### config.mk
export PLATFORM = sky130hd
export DESIGN_NAME = hex_display_scheduler
export DESIGN_NICKNAME = d
export VERILOG_FILES = /design/src/rtl/display_pkg.sv /design/src/rtl/hex_display_scheduler_cycle_timer.sv /design/src/rtl/hex_display_scheduler.sv
export SDC_FILE = /design/constraint.sdc
export NUM_CORES = 1
export LEC_CHECK = 0
export ABC_AREA = 0
export BUFFER_PORTS_ARGS = -buffer_cell sky130_fd_sc_hd__buf_2
export CAP_MARGIN = 20
export CORE_MARGIN = 5
export CORE_UTILIZATION = 56
export CTS_CLUSTER_DIAMETER = 100
export CTS_CLUSTER_SIZE = 28
export DETAILED_ROUTE_END_ITERATION = 16
export PLACE_DENSITY = 0.8
export SETUP_SLACK_MARGIN = 0.15
export SLEW_MARGIN = 10
export SYNTH_ARGS = -nofsm -noshare
export SYNTH_HDL_FRONTEND = slang
export SYNTH_SLANG_ARGS = --single-unit
### constraint.sdc
create_clock -name clk -period 3 [get_ports clk]
set_input_delay 0.3 -clock clk [delete_from_list [all_inputs] [get_ports clk]]
set_output_delay 0.3 -clock clk [all_outputs]
set_load 0.05 [all_outputs]
### src/rtl/display_pkg.sv
// Shared types and limits for the hex display scheduler.
package display_pkg;

  typedef enum logic [1:0] {
    IDLE    = 2'd0,
    LOAD    = 2'd1,
    WAIT_DV = 2'd2,
    HOLD    = 2'd3
  } sched_state_e;

  // Largest value the six-digit display can show.
  localparam logic [19:0] MAX_DISPLAY = 20'd999999;

endpackage

### src/rtl/hex_display_scheduler_cycle_timer.sv
// cycle_timer: loadable down-counter; o_done is high while the count is zero.
// The scheduler reloads it on entry to each timed state.
module cycle_timer #(
  parameter int CNT_W = 16
) (
  input  logic             i_clk,
  input  logic             i_rst_n,
  input  logic             i_load,
  input  logic [CNT_W-1:0] i_load_val,
  output logic             o_done
);

  logic [CNT_W-1:0] r_cnt;

  // Load on request, otherwise count down and rest at zero.
  always_ff @(posedge i_clk or negedge i_rst_n) begin
    if (!i_rst_n) begin
      r_cnt <= '0;
    end else if (i_load) begin
      r_cnt <= i_load_val;
    end else if (r_cnt != '0) begin
      r_cnt <= r_cnt - 1'b1;
    end
  end

  assign o_done = (r_cnt == '0);

endmodule

### src/rtl/hex_display_scheduler.sv
// hex_display_scheduler: time-shares one BCD hex driver between N_CH channels.
// Latches the newest value per channel, loads the selected one (clamped to six
// digits) into the driver, waits for its ready pulse, then holds for a refresh.
module hex_display_scheduler
  import display_pkg::*;
#(
  parameter int N_CH           = 3,
  parameter int DATA_W         = 20,
  parameter int REFRESH_CYCLES = 500000,
  parameter int DWELL_REFRESH  = 8,
  parameter int TIMEOUT_CYCLES = 256,
  localparam int SEL_W         = (N_CH > 1) ? $clog2(N_CH) : 1
) (
  input  logic                   clk,
  input  logic                   reset_n,
  input  logic [N_CH*DATA_W-1:0] ch_data,
  input  logic [N_CH-1:0]        ch_valid,
  input  logic                   auto_cycle,
  input  logic [SEL_W-1:0]       manual_sel,
  output logic [DATA_W-1:0]      number_out,
  output logic                   update,
  input  logic                   driver_ready,
  output logic [SEL_W-1:0]       active_ch,
  output logic                   overflow,
  output logic                   conv_timeout
);

  localparam int MAX_CNT = (REFRESH_CYCLES > TIMEOUT_CYCLES) ? REFRESH_CYCLES : TIMEOUT_CYCLES;
  localparam int CNT_W   = $clog2(MAX_CNT + 1);
  localparam int DWELL_W = (DWELL_REFRESH > 1) ? $clog2(DWELL_REFRESH + 1) : 1;
  localparam int CMP_W   = (DATA_W > 20) ? DATA_W : 20;

  // True when the value cannot be shown in six decimal digits.
  function automatic logic over_limit(input logic [DATA_W-1:0] v);
    return CMP_W'(v) > CMP_W'(MAX_DISPLAY);
  endfunction

  // Saturate to the display maximum.
  function automatic logic [DATA_W-1:0] clamp_display(input logic [DATA_W-1:0] v);
    return over_limit(v) ? DATA_W'(CMP_W'(MAX_DISPLAY)) : v;
  endfunction

  sched_state_e       r_state;
  sched_state_e       w_next_state;
  logic               r_rel;
  logic [DATA_W-1:0]  r_hold [N_CH];
  logic [DATA_W-1:0]  r_number;
  logic               r_update;
  logic               r_overflow;
  logic               r_timeout;
  logic [SEL_W-1:0]   r_active_ch;
  logic [DWELL_W-1:0] r_dwell;
  logic               w_tmr_load;
  logic [CNT_W-1:0]   w_tmr_val;
  logic               w_tmr_done;
  logic               w_timeout_evt;
  logic               w_hold_exit;
  logic [DATA_W-1:0]  w_sel_val;

  assign w_sel_val = r_hold[r_active_ch];

  cycle_timer #(
    .CNT_W (CNT_W)
  ) u_timer (
    .i_clk      (clk),
    .i_rst_n    (reset_n),
    .i_load     (w_tmr_load),
    .i_load_val (w_tmr_val),
    .o_done     (w_tmr_done)
  );

  // Release stage: the FSM leaves IDLE one cycle after reset is released.
  always_ff @(posedge clk or negedge reset_n) begin
    if (!reset_n) r_rel <= 1'b0;
    else          r_rel <= 1'b1;
  end

  // State register.
  always_ff @(posedge clk or negedge reset_n) begin
    if (!reset_n) r_state <= IDLE;
    else          r_state <= w_next_state;
  end

  // Next state, timer reload and event strobes.
  always_comb begin
    w_next_state  = r_state;
    w_tmr_load    = 1'b0;
    w_tmr_val     = CNT_W'(REFRESH_CYCLES - 1);
    w_timeout_evt = 1'b0;
    w_hold_exit   = 1'b0;
    case (r_state)
      IDLE: begin
        if (r_rel) w_next_state = LOAD;
      end
      LOAD: begin
        w_next_state = WAIT_DV;
        w_tmr_load   = 1'b1;
        w_tmr_val    = CNT_W'(TIMEOUT_CYCLES - 1);
      end
      WAIT_DV: begin
        // A ready on the final timeout cycle still counts as success.
        if (driver_ready) begin
          w_next_state = HOLD;
          w_tmr_load   = 1'b1;
        end else if (w_tmr_done) begin
          w_next_state  = HOLD;
          w_tmr_load    = 1'b1;
          w_timeout_evt = 1'b1;
        end
      end
      HOLD: begin
        if (w_tmr_done) begin
          w_next_state = LOAD;
          w_hold_exit  = 1'b1;
        end
      end
      default: w_next_state = IDLE;
    endcase
  end

  // Per-channel capture, independent of the scheduler state.
  always_ff @(posedge clk or negedge reset_n) begin
    if (!reset_n) begin
      for (int k = 0; k < N_CH; k++) r_hold[k] <= '0;
    end else begin
      for (int k = 0; k < N_CH; k++) begin
        if (ch_valid[k]) r_hold[k] <= ch_data[k*DATA_W +: DATA_W];
      end
    end
  end

  // Driver load: value and overflow are taken from the pre-edge hold register.
  always_ff @(posedge clk or negedge reset_n) begin
    if (!reset_n) begin
      r_number   <= '0;
      r_update   <= 1'b0;
      r_overflow <= 1'b0;
    end else begin
      r_update <= (r_state == LOAD);
      if (r_state == LOAD) begin
        r_number   <= clamp_display(w_sel_val);
        r_overflow <= over_limit(w_sel_val);
      end
    end
  end

  // Sticky conversion-timeout flag.
  always_ff @(posedge clk or negedge reset_n) begin
    if (!reset_n)          r_timeout <= 1'b0;
    else if (w_timeout_evt) r_timeout <= 1'b1;
  end

  // Channel selection, applied only when a refresh period ends.
  always_ff @(posedge clk or negedge reset_n) begin
    if (!reset_n) begin
      r_active_ch <= '0;
      r_dwell     <= '0;
    end else if (w_hold_exit) begin
      if (auto_cycle) begin
        if (r_dwell == DWELL_W'(DWELL_REFRESH - 1)) begin
          r_dwell     <= '0;
          r_active_ch <= (r_active_ch == SEL_W'(N_CH - 1)) ? '0 : r_active_ch + 1'b1;
        end else begin
          r_dwell <= r_dwell + 1'b1;
        end
      end else begin
        r_dwell     <= '0;
        r_active_ch <= (int'(manual_sel) >= N_CH) ? '0 : manual_sel;
      end
    end
  end

  assign number_out   = r_number;
  assign update       = r_update;
  assign overflow     = r_overflow;
  assign conv_timeout = r_timeout;
  assign active_ch    = r_active_ch;

endmodule
* After elaboration in Yosys (flattened, before gate mapping) *
Index checks and enable logic that the tools add are counted.

word-level totals
  input port bits = 69
  register bits after elaboration = 111

cells by class
  reduce and logical (&&, ||, !) cells = 6
  $lt $le $gt $ge = 3
  bitwise logic cells = 1
  muxes and demuxes = 24
  $add $sub $neg = 3
  equal/unequal tests = 9

operators with widths
  cell                     count
  $mux W20                 3
  $mux W19                 3
  $bmux W20 S2             1
  $gt A20 B20 Y1 const B   1
  $logic_not A19 Y1        1
  $reduce_bool A19 Y1      1
  $sub A19 B1 Y19 const B  1
  $mux W2                  8
  $mux W4                  2
  $pmux W2 S4              1
  $eq A2 B2 Y1 const B     3
  $mux W1                  5
  $add A4 B1 Y4 const B    1
  $eq A4 B3 Y1 const B     1
  $ne A2 B1 Y1 const B     2
  $ge A3 B3 Y1 const B     1
  $ne A3 B2 Y1 const B     1
  $not A2 Y3               1
  $reduce_and A3 Y1        1
  $add A2 B1 Y2 const B    1
  $eq A2 B1 Y1 const B     1
  $ge A2 B2 Y1 const B     1
  $logic_not A2 Y1         1
  $ne A2 B2 Y1 const B     1
  other kinds (3)          3

* Logic depth before layout (Yosys ltp) *
  word-level depth = 6
  gate-level depth with buffers = 9

* Hierarchy *
From an unflattened synthesis, not the netlist that was laid out.

unflattened totals
  cells, all modules = 440
  area, all modules = 5270.1 um^2

modules (own cells, without submodules)
  module                 cells each  times used  sequential area each (um^2)  area each (um^2)
  hex_display_scheduler  313         1           2302.2                       4152.7
  cycle_timer            127         1           475.5                        1117.3

* Worst setup path after synthesis *
No wires, ideal clock.

  kind = reg2reg
  from = register r_active_ch[1], in the netlist active_ch[1]
  to = register r_number[10], in the netlist number_out[10]
  path buffers = 4
  setup time = 121 ps
  setup slack = 595 ps
  arrival = 2284 ps
  required time = 2879 ps
  cell stages (with the launch flop) = 10
  cells stage by stage = dfrtp_1 > buf_4 > nor2b_1 > buf_2 > buf_6 > a22oi_1 > o41ai_1 > o31ai_1 > buf_2 > a22o_1

on the way
  longest elaborated chain between the ends = 6

ends and longest elaborated chain
  item                                            RTL line                      source
  start: declaration                              hex_display_scheduler.sv:51   logic [SEL_W-1:0] r_active_ch;
  start signal: assignment                        hex_display_scheduler.sv:162  r_active_ch <= (r_active_ch == SEL_W'(N_CH - 1)) ? '0 : r_active_ch + 1'b1;
  start signal: assignment                        hex_display_scheduler.sv:168  r_active_ch <= (int'(manual_sel) >= N_CH) ? '0 : manual_sel;
  $not A2 Y3 (implied by the code) *              hex_display_scheduler.sv:60   assign w_sel_val = r_hold[r_active_ch];
  $bmux W20 S2 *                                  hex_display_scheduler.sv:60
  $mux W20 (implied by the code) * (2 in series)  hex_display_scheduler.sv:60
  $gt A20 B20 Y1                                  hex_display_scheduler.sv:35   return CMP_W'(v) > CMP_W'(MAX_DISPLAY);
  $mux W20 *                                      hex_display_scheduler.sv:40   return over_limit(v) ? DATA_W'(CMP_W'(MAX_DISPLAY)) : v;
  end signal: assignment                          hex_display_scheduler.sv:141  r_number <= clamp_display(w_sel_val);
  end: declaration                                hex_display_scheduler.sv:47   logic [DATA_W-1:0] r_number;

Every way passes the cells marked *; elsewhere a longest branch is shown, timed or not. The select of a mux whose other input is x is not followed.
A chain may end at the register's enable or synchronous reset.

* Final worst setup path *
  from = register u_timer.r_cnt[8]
  to = register r_state[1]

on the way
  longest elaborated chain between the ends = 3
  elaborated cells on any way between the ends = 4
  those cells by class = eq/ne: 2; reduce/logical: 2

ends and longest elaborated chain
  item                                                                  RTL line                                 source
  start: declaration                                                    hex_display_scheduler_cycle_timer.sv:13  logic [CNT_W-1:0] r_cnt;
  start signal: assignment                                              hex_display_scheduler_cycle_timer.sv:20  r_cnt <= i_load_val;
  start signal: assignment                                              hex_display_scheduler_cycle_timer.sv:22  r_cnt <= r_cnt - 1'b1;
  $logic_not A19 Y1 *                                                   hex_display_scheduler_cycle_timer.sv:26  assign o_done = (r_cnt == '0);
  $ne A3 B2 Y1 (no source line) / $ne A2 B1 Y1 (equally long branches)  --
  $reduce_and A3 Y1 (no source line) *                                  --
  end signal: assignment                                                hex_display_scheduler.sv:81              else r_state <= w_next_state;
  end: declaration                                                      hex_display_scheduler.sv:43              sched_state_e r_state;

Every way passes the cells marked *; elsewhere a longest branch is shown, timed or not.

==> impl_metrics.ini <==
[pwr]
pwr-share-seq_pct = 43.4
power.share.clock_pct = 17.3
netSwitchingFraction_pct = 41.8
p_switching_mw = 2.01
p_comb_share_pct = 39.4
p_per_area_mw_per_mm2 = 812
vdd_drop_max_mv = 0.368
internal_power_mw = 2.80
p_leak_nw = 2.67
power.total_mw = 4.81

[worst_setup_path]
cp-start-kind = flip-flop
path_max_fanout = 8
slowest_stage = or4_4
end_kind = flip-flop
critPathKind = flip-flop to flip-flop
max_stage_delay_ns = 0.60
crit_required_ns = 3.25
path_cells = or4_4, nor4_4, and3_1, o22ai_1, mux2_2
worstPathArrival_ns = 2.63

[floorplan]
rows = 35
coreArea_mm2 = 0.00911
start_util_pct = 56.7
die_x_um = 106
top_level_ports = 94
chipHeight_um = 106
die_area_mm2 = 0.0112

[drt]
wl_per_cell_um = 17.9
drt_iter0_drc = 203
wirelength_mm = 11.5
vias = 3712
drc = 0
dr.pass1.iters = 4
via_per_inst = 5.82
postRouteAntennaNets = 0

[global_routing]
antenna_found_initial = 0
grt_pass1_wl_mm = 18.7
grt_usage_pct = 21.0
busiest_layer = met2
gr-total-overflow = 0
grt_max_degree = 65
met3_usage_pct = 5.10
grt_util_met2_pct = 33.3
grt_use_met1_pct = 28.9
grt_pass1_vias = 3821

[synthesis]
yosysSeqAreaShare_pct = 53.8
synth.most_common_cell = dfrtp_1
yosys.area.top_type = dfrtp_1
ys_top_cells_by_count = dfrtp_1, mux2_2, nor2_1, o21ai_0, nand2_1
synthFlopType = dfrtp_1
synth-edff-count = 0
synthArstFlopShare_pct = 100
syn_nets = 508
yosysUniqueCellTypes = 58
ys_seq_elements = 111
netlist_instances = 431
syn-cell-area_mm2 = 0.00516
avgSynthCellArea_um2 = 12.0
synth_top_area_share_pct = 53.8
ys_warn_count = 0
ys_top_cells_by_area = dfrtp_1, mux2_2, mux2i_1

[placed_design]
place.gp.congestion = 0.883
post-dp-hpwl_mm = 8.51
io_buffers = 93

[clock_network]
post_cts_resized = 0
cts_tree = yes
ctsLongestPathBuffers = 2
root_buffer = clkbuf_8
cts_buffers = 9
clock-sinks = 111
clk_pin_slew_ns = 0.10
clk_latency_ns = 0.36
cts_htree_levels = 3

[sta]
relSlewSlack_pct = 56.4
hold_viol_final = 0
fmax_mhz = 420
tns_ns = 0
slew_viol_final = 0
setup_viol = 0
rsz0062_at_grt = false
finalClockSkew_ns = 0.0105
tightest_slew_ns = 0.649
period_needed_ns = 2.38
period_share_pct = 79.3

[finish]
diodes = 0
area_growth_pct = 14.7
drive_gt1_share_pct = 37.6
fin_nets = 600

[worst_hold_path]
hold_path_class = input pin to flip-flop

[run]
maxCapViolations = 0

[run_status]
status = complete, no violations
## flip-flops by register name, summed over array words and instances (netlist names)
register and count:
r_rel 1, r_hold 60, update 1, r_dwell 4, conv_timeout 1, active_ch 2
number_out 20, overflow 1, r_state 2, u_timer.r_cnt 19
## layer usage
| layer | wire length, µm | vias up |
|---|---|---|
| li1 | - | 1728 |
| met1 | 5110 | 1866 |
| met2 | 5590 | 103 |
| met3 | 571 | 15 |
| met4 | 176 | 0 |
| met5 | 0 | - |
## placed cells by master, fill, tap and decap left out, types with 2 or more instances in the layout
| cell | n |
|---|---|
| a21o_1 | 2 |
| nor2b_1 | 2 |
| nand2_1 | 20 |
| nand4_1 | 3 |
| mux2i_1 | 16 |
| ha_1 | 8 |
| a22o_1 | 8 |
| o21ai_0 | 26 |
| buf_4 | 9 |
| a21oi_1 | 19 |
| mux2_2 | 67 |
| o2bb2ai_1 | 2 |
| xor2_1 | 4 |
| inv_1 | 6 |
| xnor2_1 | 12 |
| clkbuf_8 | 10 |
| nand3_1 | 2 |
| and3_1 | 4 |
| or4_4 | 2 |
| buf_2 | 92 |
| or3_2 | 2 |
| a2bb2oi_1 | 7 |
| dfrtp_1 | 111 |
| nor2_1 | 37 |
| nor3_1 | 7 |
| nor4_1 | 2 |
| a211oi_1 | 3 |
| a22oi_1 | 6 |
## path summary, 6_finish.rpt
check	to	depth (start not counted)	slack, ns	start
worst min-delay path	r_hold[1]	2	0.16	ch_data[41]
worst max register to register	r_state[1]	5	0.62	u_timer.r_cnt[8]
worst max-delay path	r_state[1]	5	0.62	u_timer.r_cnt[8]
min in group asynchronous	u_timer.r_cnt[18]	2	0.49	reset_n
worst min register to register	conv_timeout	1	0.50	conv_timeout
max in group asynchronous	number_out[9]	3	1.75	reset_n
## metrics by stage
step	instances	hold WS [ns]	util, %	area, µm²	setup slack, ns
final	638	0.158	65.1	5930	0.620
after CTS	638	0.136	65.1	5930	0.620
after detailed placement	622	0.361	63.0	5740	0.642
after global placement	622	0.355	63.0	5740	0.724
after floorplan	431	0.00441	-	5160	0.595
after global routing	638	0.124	65.1	5930	0.456
## critical path, delay by kind of cell, from the launching register on
| family | cells | cell delay [ns] |
|---|---|---|
| compound gates | 1 | 0.17 |
| simple gates | 3 | 1.36 |
| mux | 1 | 0.30 |
| flops | 1 | 0.44 |
## what timing repair did
item,CTS,global route
hold buffers,1,0
endpoints found under the setup margin,0,0
setup buffers,0,0
endpoints found under the hold margin,47,0
## power groups by stage
stage	clock (mW)	combinational, mW	sequential, mW
6_report	0.831	1.90	2.09
5_1_grt	0.930	2.06	2.12
4_1_cts	0.860	1.91	2.08
3_5_place_dp	0	1.91	2.11
3_3_place_gp	0	1.85	2.09
2_1_floorplan	0	0.940	2.55
## area by class of cell
type,instances,area (µm²)
Fill cell,715,3180
Sequential cell,111,2780
Multi-Input combinational cell,291,2250
Timing Repair Buffer,103,558
Tap cell,111,139
Clock buffer,10,138
Clock inverter,5,41.3
Inverter,7,26.3
## cell families (layout without fill, tap and decap cells)
| logic type | count (synthesis) | after routing | synth area share, % |
|---|---|---|---|
| mux | 84 | 84 | 18.0 |
| buf+inv | 29 | 125 | 2.88 |
| fa+ha+maj | 8 | 8 | 1.94 |
| xor+xnor | 16 | 16 | 2.71 |
| other cells | 1 | 1 | 0.0726 |
| compound gates | 89 | 89 | 11.3 |
| simple gates | 93 | 93 | 9.33 |
| flops | 111 | 111 | 53.8 |
(Power assumes the default switching activity.)
